**src/rtl/stack_controller_pkg.sv**
```systemverilog
// Shared constants, state encoding and small helpers for the stack game sequencer.
package stack_controller_pkg;

  localparam logic [7:0] X_MAX     = 8'd144;
  localparam logic [7:0] INIT_W    = 8'd16;
  localparam logic [7:0] BASE_X    = 8'd72;
  localparam logic [3:0] LEVEL_MAX = 4'd15;

  localparam logic DIR_LEFT  = 1'b0;
  localparam logic DIR_RIGHT = 1'b1;

  typedef enum logic [3:0] {
    ST_IDLE  = 4'd0,
    ST_LOAD  = 4'd1,
    ST_MOVE  = 4'd2,
    ST_LATCH = 4'd3,
    ST_CHECK = 4'd4,
    ST_DRAW  = 4'd5,
    ST_NEXT  = 4'd6,
    ST_OVER  = 4'd7,
    ST_WIN   = 4'd8
  } state_t;

  // Even levels launch from the left edge moving right, odd levels from the right edge moving left.
  function automatic logic [7:0] start_x(input logic [3:0] lvl);
    return lvl[0] ? X_MAX : 8'd0;
  endfunction

  function automatic logic start_dir(input logic [3:0] lvl);
    return lvl[0] ? DIR_LEFT : DIR_RIGHT;
  endfunction

endpackage

```
**src/rtl/stack_controller_if.sv**
```systemverilog
// Signal bundle between the sequencer and its neighbours (keys, x register, draw FSM).
interface stack_controller_if;
  logic       start;
  logic       drop;
  logic [7:0] curr_x;
  logic       draw_done;
  logic       load_x;
  logic [7:0] new_x;
  logic       new_dir;
  logic       shift_en;
  logic       draw_req;
  logic [7:0] draw_x;
  logic [7:0] draw_w;
  logic [3:0] level;
  logic       game_over;
  logic       win;

  modport master (
    input  start, drop, curr_x, draw_done,
    output load_x, new_x, new_dir, shift_en, draw_req, draw_x, draw_w, level, game_over, win
  );

  modport slave (
    output start, drop, curr_x, draw_done,
    input  load_x, new_x, new_dir, shift_en, draw_req, draw_x, draw_w, level, game_over, win
  );
endinterface

```
**src/rtl/stack_controller_overlap_calc.sv**
```systemverilog
// Combinational overlap of the dropped block with the block below, evaluated at 9 bits
// so that x + width never wraps.
module overlap_calc (
  input  logic [7:0] cap_x,
  input  logic [7:0] cur_w,
  input  logic [7:0] prev_x,
  input  logic [7:0] prev_w,
  output logic [7:0] left_x,
  output logic [7:0] width,
  output logic       hit
);
  logic [8:0] cap_r;
  logic [8:0] prev_r;
  logic [8:0] right_x;

  // Intersection [max(left edges), min(right edges)); empty when right <= left.
  always_comb begin
    cap_r   = {1'b0, cap_x} + {1'b0, cur_w};
    prev_r  = {1'b0, prev_x} + {1'b0, prev_w};
    left_x  = (cap_x > prev_x) ? cap_x : prev_x;
    right_x = (cap_r < prev_r) ? cap_r : prev_r;
    hit     = right_x > {1'b0, left_x};
    width   = 8'(right_x - {1'b0, left_x});
  end
endmodule

```
**src/rtl/stack_controller.sv**
```systemverilog
// Game sequencer: launches each block, freezes it on drop, trims it to the overlap,
// requests a redraw and advances the level or ends the game.
module stack_controller
  import stack_controller_pkg::*;
(
  input  logic               clk,
  input  logic               resetn,
  stack_controller_if.master bus
);
  state_t     state_reg;
  logic [7:0] cap_x_reg;
  logic [7:0] prev_x_reg;
  logic [7:0] prev_w_reg;
  logic [7:0] cur_w_reg;
  logic [3:0] level_reg;
  logic       load_x_reg;
  logic [7:0] new_x_reg;
  logic       new_dir_reg;
  logic       shift_en_reg;
  logic       draw_req_reg;
  logic [7:0] draw_x_reg;
  logic [7:0] draw_w_reg;
  logic       game_over_reg;
  logic       win_reg;

  logic [7:0] ovl_left;
  logic [7:0] ovl_width;
  logic       ovl_hit;
  logic [3:0] level_inc;

  assign level_inc = level_reg + 4'd1;

  overlap_calc u_overlap (
    .cap_x  (cap_x_reg),
    .cur_w  (cur_w_reg),
    .prev_x (prev_x_reg),
    .prev_w (prev_w_reg),
    .left_x (ovl_left),
    .width  (ovl_width),
    .hit    (ovl_hit)
  );

  // Sequencer FSM with all outputs registered; load_x is a one-cycle pulse that coincides with LOAD.
  always_ff @(posedge clk) begin
    if (!resetn) begin
      state_reg     <= ST_IDLE;
      cap_x_reg     <= 8'd0;
      prev_x_reg    <= BASE_X;
      prev_w_reg    <= INIT_W;
      cur_w_reg     <= INIT_W;
      level_reg     <= 4'd0;
      load_x_reg    <= 1'b0;
      new_x_reg     <= 8'd0;
      new_dir_reg   <= DIR_RIGHT;
      shift_en_reg  <= 1'b0;
      draw_req_reg  <= 1'b0;
      draw_x_reg    <= 8'd0;
      draw_w_reg    <= 8'd0;
      game_over_reg <= 1'b0;
      win_reg       <= 1'b0;
    end else begin
      load_x_reg <= 1'b0;
      case (state_reg)
        ST_IDLE: begin
          if (bus.start) begin
            load_x_reg  <= 1'b1;
            new_x_reg   <= start_x(4'd0);
            new_dir_reg <= start_dir(4'd0);
            state_reg   <= ST_LOAD;
          end
        end
        ST_LOAD: begin
          shift_en_reg <= 1'b1;
          state_reg    <= ST_MOVE;
        end
        ST_MOVE: begin
          // start is not a valid request here; only drop matters, so drop wins a tie.
          if (bus.drop) begin
            shift_en_reg <= 1'b0;
            state_reg    <= ST_LATCH;
          end
        end
        ST_LATCH: begin
          cap_x_reg <= bus.curr_x;
          state_reg <= ST_CHECK;
        end
        ST_CHECK: begin
          if (ovl_hit) begin
            prev_x_reg   <= ovl_left;
            prev_w_reg   <= ovl_width;
            cur_w_reg    <= ovl_width;
            draw_x_reg   <= ovl_left;
            draw_w_reg   <= ovl_width;
            draw_req_reg <= 1'b1;
            state_reg    <= ST_DRAW;
          end else begin
            game_over_reg <= 1'b1;
            state_reg     <= ST_OVER;
          end
        end
        ST_DRAW: begin
          if (bus.draw_done) begin
            draw_req_reg <= 1'b0;
            state_reg    <= ST_NEXT;
          end
        end
        ST_NEXT: begin
          level_reg <= level_inc;
          if (level_inc == LEVEL_MAX) begin
            win_reg   <= 1'b1;
            state_reg <= ST_WIN;
          end else begin
            load_x_reg  <= 1'b1;
            new_x_reg   <= start_x(level_inc);
            new_dir_reg <= start_dir(level_inc);
            state_reg   <= ST_LOAD;
          end
        end
        ST_OVER, ST_WIN: begin
          if (bus.start) begin
            prev_x_reg    <= BASE_X;
            prev_w_reg    <= INIT_W;
            cur_w_reg     <= INIT_W;
            level_reg     <= 4'd0;
            game_over_reg <= 1'b0;
            win_reg       <= 1'b0;
            load_x_reg    <= 1'b1;
            new_x_reg     <= start_x(4'd0);
            new_dir_reg   <= start_dir(4'd0);
            state_reg     <= ST_LOAD;
          end
        end
        default: state_reg <= ST_IDLE;
      endcase
    end
  end

  assign bus.load_x    = load_x_reg;
  assign bus.new_x     = new_x_reg;
  assign bus.new_dir   = new_dir_reg;
  assign bus.shift_en  = shift_en_reg;
  assign bus.draw_req  = draw_req_reg;
  assign bus.draw_x    = draw_x_reg;
  assign bus.draw_w    = draw_w_reg;
  assign bus.level     = level_reg;
  assign bus.game_over = game_over_reg;
  assign bus.win       = win_reg;
endmodule

```
**src/flat_wrapper.sv**
```systemverilog
// flat-port wrapper written by rule: the top's interface ports become plain ports
module stack_controller_flat import stack_controller_pkg::*;
  (clk, resetn, bus_start, bus_drop, bus_curr_x, bus_draw_done, bus_load_x, bus_new_x, bus_new_dir, bus_shift_en, bus_draw_req, bus_draw_x, bus_draw_w, bus_level, bus_game_over, bus_win);
  stack_controller_if bus_i ();
  input  logic clk;
  input  logic resetn;
  input wire logic [$bits(bus_i.start)-1:0] bus_start;
  input wire logic [$bits(bus_i.drop)-1:0] bus_drop;
  input wire logic [$bits(bus_i.curr_x)-1:0] bus_curr_x;
  input wire logic [$bits(bus_i.draw_done)-1:0] bus_draw_done;
  output wire logic [$bits(bus_i.load_x)-1:0] bus_load_x;
  output wire logic [$bits(bus_i.new_x)-1:0] bus_new_x;
  output wire logic [$bits(bus_i.new_dir)-1:0] bus_new_dir;
  output wire logic [$bits(bus_i.shift_en)-1:0] bus_shift_en;
  output wire logic [$bits(bus_i.draw_req)-1:0] bus_draw_req;
  output wire logic [$bits(bus_i.draw_x)-1:0] bus_draw_x;
  output wire logic [$bits(bus_i.draw_w)-1:0] bus_draw_w;
  output wire logic [$bits(bus_i.level)-1:0] bus_level;
  output wire logic [$bits(bus_i.game_over)-1:0] bus_game_over;
  output wire logic [$bits(bus_i.win)-1:0] bus_win;
  assign bus_i.start = bus_start;
  assign bus_i.drop = bus_drop;
  assign bus_i.curr_x = bus_curr_x;
  assign bus_i.draw_done = bus_draw_done;
  assign bus_load_x = bus_i.load_x;
  assign bus_new_x = bus_i.new_x;
  assign bus_new_dir = bus_i.new_dir;
  assign bus_shift_en = bus_i.shift_en;
  assign bus_draw_req = bus_i.draw_req;
  assign bus_draw_x = bus_i.draw_x;
  assign bus_draw_w = bus_i.draw_w;
  assign bus_level = bus_i.level;
  assign bus_game_over = bus_i.game_over;
  assign bus_win = bus_i.win;
  stack_controller u_core (.clk(clk), .resetn(resetn), .bus(bus_i));
endmodule
```
**config.mk**
```make
export PLATFORM = sky130hd
export DESIGN_NAME = stack_controller_flat
export DESIGN_NICKNAME = d
export VERILOG_FILES = /design/src/rtl/stack_controller_pkg.sv /design/src/rtl/stack_controller_if.sv /design/src/rtl/stack_controller_overlap_calc.sv /design/src/rtl/stack_controller.sv /design/src/flat_wrapper.sv
export SDC_FILE = /design/constraint.sdc
export NUM_CORES = 1
export LEC_CHECK = 0
export CORE_MARGIN = 1
export CORE_UTILIZATION = 53
export CTS_BUF_LIST = sky130_fd_sc_hd__clkbuf_8
export CTS_CLUSTER_DIAMETER = 200
export DETAILED_ROUTE_END_ITERATION = 10
export GPL_TIMING_DRIVEN = 1
export PLACE_DENSITY = 0.79
export SETUP_SLACK_MARGIN = 0.02
export SLEW_MARGIN = 5
export SYNTH_ARGS = -nofsm -noshare
export SYNTH_HDL_FRONTEND = slang
export SYNTH_SLANG_ARGS = --single-unit
```
**constraint.sdc**
```tcl
create_clock -name clk -period 5 [get_ports clk]
set_input_delay 1 -clock clk [delete_from_list [all_inputs] [get_ports clk]]
set_output_delay 1 -clock clk [all_outputs]
set_load 0.03 [all_outputs]
```
==> flow_summary_export.csv <==
group,metric,value,unit
worst_setup_path,cp_num_cells,23,
finish,multi_input_area,0.00300,mm2
power_and_ir_drop,p_seq_frac,0.201,
power_and_ir_drop,power.share.clock,0.102,
synth,yosys-top-cells-area,"dfxtp_1 27%, ha_1 13%, a21oi_1 5.0%",
worst_setup_path,endpoint_kind,"flip-flop",
synth,yosysTopAreaCellShare,0.274,
worst_setup_path,slowest_stage,"a311oi_4",
placed_design,gp_congestion,0.930,
worst_setup_path,required,5.25,ns
power_and_ir_drop,p_switching,1.35,mW
route,antenna_left,0,
clocking,clk_latency,0.32,ns
grt,track_usage,0.303,
timing,tightestPinTransition,0.962,ns
worst_setup_path,crit_buf_inv,2,
route,vias,4221,
grt,grt_remaining_overflow,0,
timing,relSlewSlack,0.346,
placed_design,io_buffers,40,
timing,finalCritPeriodShare,0.998,
finish,fin_area,0.00530,mm2
synth,ys.warnings.count,0,
placed_design,dpl_cell_area,0.00468,mm2
power_and_ir_drop,combPwrFrac,0.697,
timing,slew_viol_final,0,
timing,rsz0062_at_grt,"true",
power_and_ir_drop,intPower,1.59,mW
synth,synth_seq_area_share,0.274,
grt,grt_pass1_vias,3786,
power_and_ir_drop,peakVddDrop,0.512,mV
timing,setup-violations-final,0,
synth,synth.avg_cell_area,7.94,um2
placed_design,dp.cells,651,
floorplan,design.die.area,0.00794,mm2
timing,fmax,200,MHz
grt,grt_antenna_before_repair,0,
route,wl,12200,um
finish,fill_cells,537,
floorplan,die_h,89.1,um
route,first_pass_iters,5,
synth,synth_flop_cell,"dfxtp_1",
hold_path,min_path_type,"flip-flop to flip-flop",
route,drtIter0Drc,269,
flow_run,cap_violations,0,
floorplan,placementRows,31,
synth,synthMostInstantiatedCell,"dfxtp_1",
hold_path,whs_path_depth,2,
synth,synth_top_area_cell,"dfxtp_1",
clocking,clockRootBuffer,"clkbuf_8",
route,avgViaCountPerCell,6.25,
synth,netlist_area,0.00402,mm2
worst_setup_path,cp_top_family,"compound AO/OA/AOI/OAI gates",
status,status,"finished clean",
power_and_ir_drop,sw_frac_of_total,0.460,
synth,synth-async-reset-ratio,0,
route,post-route-drc-count,0,
synth,synthesis.instances,506,
worst_setup_path,critPathArrivalTime,5.24,ns
clocking,clk_pin_slew,0.10,ns
timing,hold_viol,0,
power_and_ir_drop,p_leak,2.27,nW
synth,synth_common_cells,"55 x dfxtp_1, 46 x nand2_1, 41 x ha_1, 40 x a21oi_1, 31 x nor2_1",
floorplan,initial_core_util,0.551,
floorplan,ioPinCount,47,
grt,grt_max_degree,38,
synth,synth_cell_types,54,
finish,seqCellArea,0.00111,mm2
floorplan,die_w,89.1,um
route,wl_per_cell,18.1,um
finish,antenna_cells,0,
synth,ys_ff_latch,55,
worst_setup_path,critPathLaunchType,"flip-flop",
clocking,clockBufferDepth,2,
timing,fin_crit,4.99,ns
clocking,cts_sinks,55,
worst_setup_path,crit_type,"flip-flop to flip-flop",
worst_setup_path,worst-path-max-fanout,7,
worst_setup_path,path_cells,"ha_4 -> a21o_1 -> a21oi_2 -> o21bai_1 -> a21oi_2 -> o21bai_1 -> a21oi_1 -> xor2_1 -> ha_1 -> and2_4 -> buf_6 -> a311oi_4 -> mux2i_2 -> ha_1 -> nor2b_4 -> o21ai_2 -> a21oi_2 -> o21ai_2 -> a211oi_4 -> o21a_4 -> buf_6 -> or3_4 -> a21oi_2",
power_and_ir_drop,p_per_area,555,mW/mm2
grt,grt_pass1_wl,18600,um
synth,synth_edf_count,0,
finish,syn_to_final_growth,31.8,%
placed_design,place_hpwl,8600,um
finish,instances_no_fill,675,
floorplan,core-area,0.00729,mm2
timing,skew,0.0145,ns
finish,fin_nets,633,
clocking,h-tree-depth,2,
worst_setup_path,ff2ff_path_depth,23,
clocking,numCtsBuffers,5,
worst_setup_path,critPathMaxStageDelay,0.43,ns
clocking,cts_tree,"done",
worst_setup_path,crit_top_cell,"a21oi_2",
finish,drive_gt1_frac,0.224,
[routing by layer]
metal | share of wire | up-vias | routed length, um | track usage
met2 | 0.48 | 185 | 5860 | 0.502
met1 | 0.42 | 2004 | 5170 | 0.399
li1 | - | 1985 | - | -
met3 | 0.059 | 47 | 716 | 0.0462
met4 | 0.039 | 0 | 472 | 0.113
met5 | 0 | - | 0 | 0
[what timing repair did]
| item | 4_1_cts | 5_1_grt |
|---|---|---|
| pin swaps | 17 | 54 |
| setup buffers | 5 | 10 |
| endpoints found under the setup margin | 35 | 35 |
| hold buffers | 0 | 0 |
| cloned | 0 | 2 |
| gates resized for setup | 21 | 71 |
[worst paths after layout]
| path | start | end | slack, ns |
|---|---|---|---|
| worst max register to register | u_core.prev_x_reg[1] | u_core.state_reg[1] | 0.008 |
| worst max-delay path | u_core.prev_x_reg[1] | u_core.state_reg[1] | 0.008 |
| worst min-delay path | u_core.bus.win | u_core.bus.win | 0.48 |
| worst min register to register | u_core.bus.win | u_core.bus.win | 0.48 |
[layout by cell type, fill, tap and decap left out, drive strengths merged, types with 4 or more instances in the layout]
master	instances
inv	30
nor3	18
a211oi	6
dfxtp	55
o211ai	9
o21bai	5
nand4	13
or3	5
ha	41
a21oi	40
mux2i	11
and3	4
clkdlybuf4s50	40
nor2b	6
nand3	26
xor2	10
buf	53
o221ai	5
conb	6
o31ai	5
xnor2	7
o21a	6
nor2	32
o211a	8
a21o	8
o21ai	25
clkbuf	5
a31oi	14
nor4	4
nand2	46
[worst min-delay path, stage by stage, from the launching register on]
cell	delay, ns
dfxtp_1	0.34
a21oi_1	0.04
nor2_1	0.07
[cell families (layout without fill, tap and decap cells)]
kind of cell | after synthesis | count (layout) | synth area share
adders and majority gates | 44 | 44 | 0.143
buffers and inverters | 65 | 130 | 0.0688
xor gates and xnor gates | 17 | 17 | 0.0370
AOI/OAI and AO/OA | 149 | 149 | 0.251
other | 1 | 6 | 0.000933
and+or+nand+nor | 161 | 161 | 0.190
muxes | 14 | 14 | 0.0358
DFF | 55 | 55 | 0.274
[power by group through the flow]
stage	logic (mW)	clock network (mW)	registers, mW
after global placement	1.43	0	0.589
after floorplan	0.937	0	0.607
final	2.05	0.300	0.589
after detailed placement	1.46	0	0.593
after global routing	2.18	0.323	0.599
after CTS	1.56	0.299	0.583
[final cells by class]
| class | count | share of cell area |
|---|---|---|
| Timing Repair Buffer | 93 | 0.160 |
| Clock buffer | 5 | 0.0130 |
| Inverter | 30 | 0.0212 |
| Clock inverter | 2 | 0.00708 |
| Multi-Input combinational cell | 391 | 0.565 |
| Sequential cell | 55 | 0.210 |
| Tap cell | 99 | 0.0234 |
[stage by stage]
step	hold slack [ns]	TNS, ns	setup WS, ns	utilization	power [mW]
after detailed placement	0.466	-8.20	-0.339	0.642	2.06
after floorplan	0.463	0	0.0217	-	1.54
after CTS	0.495	0	0.0158	0.670	2.44
after global routing	0.516	-2.60	-0.167	0.727	3.10
final	0.481	0	0.00817	0.727	2.94
after global placement	0.457	-1.49	-0.153	0.642	2.02
No activity file was read; power rests on OpenSTA's default activity.
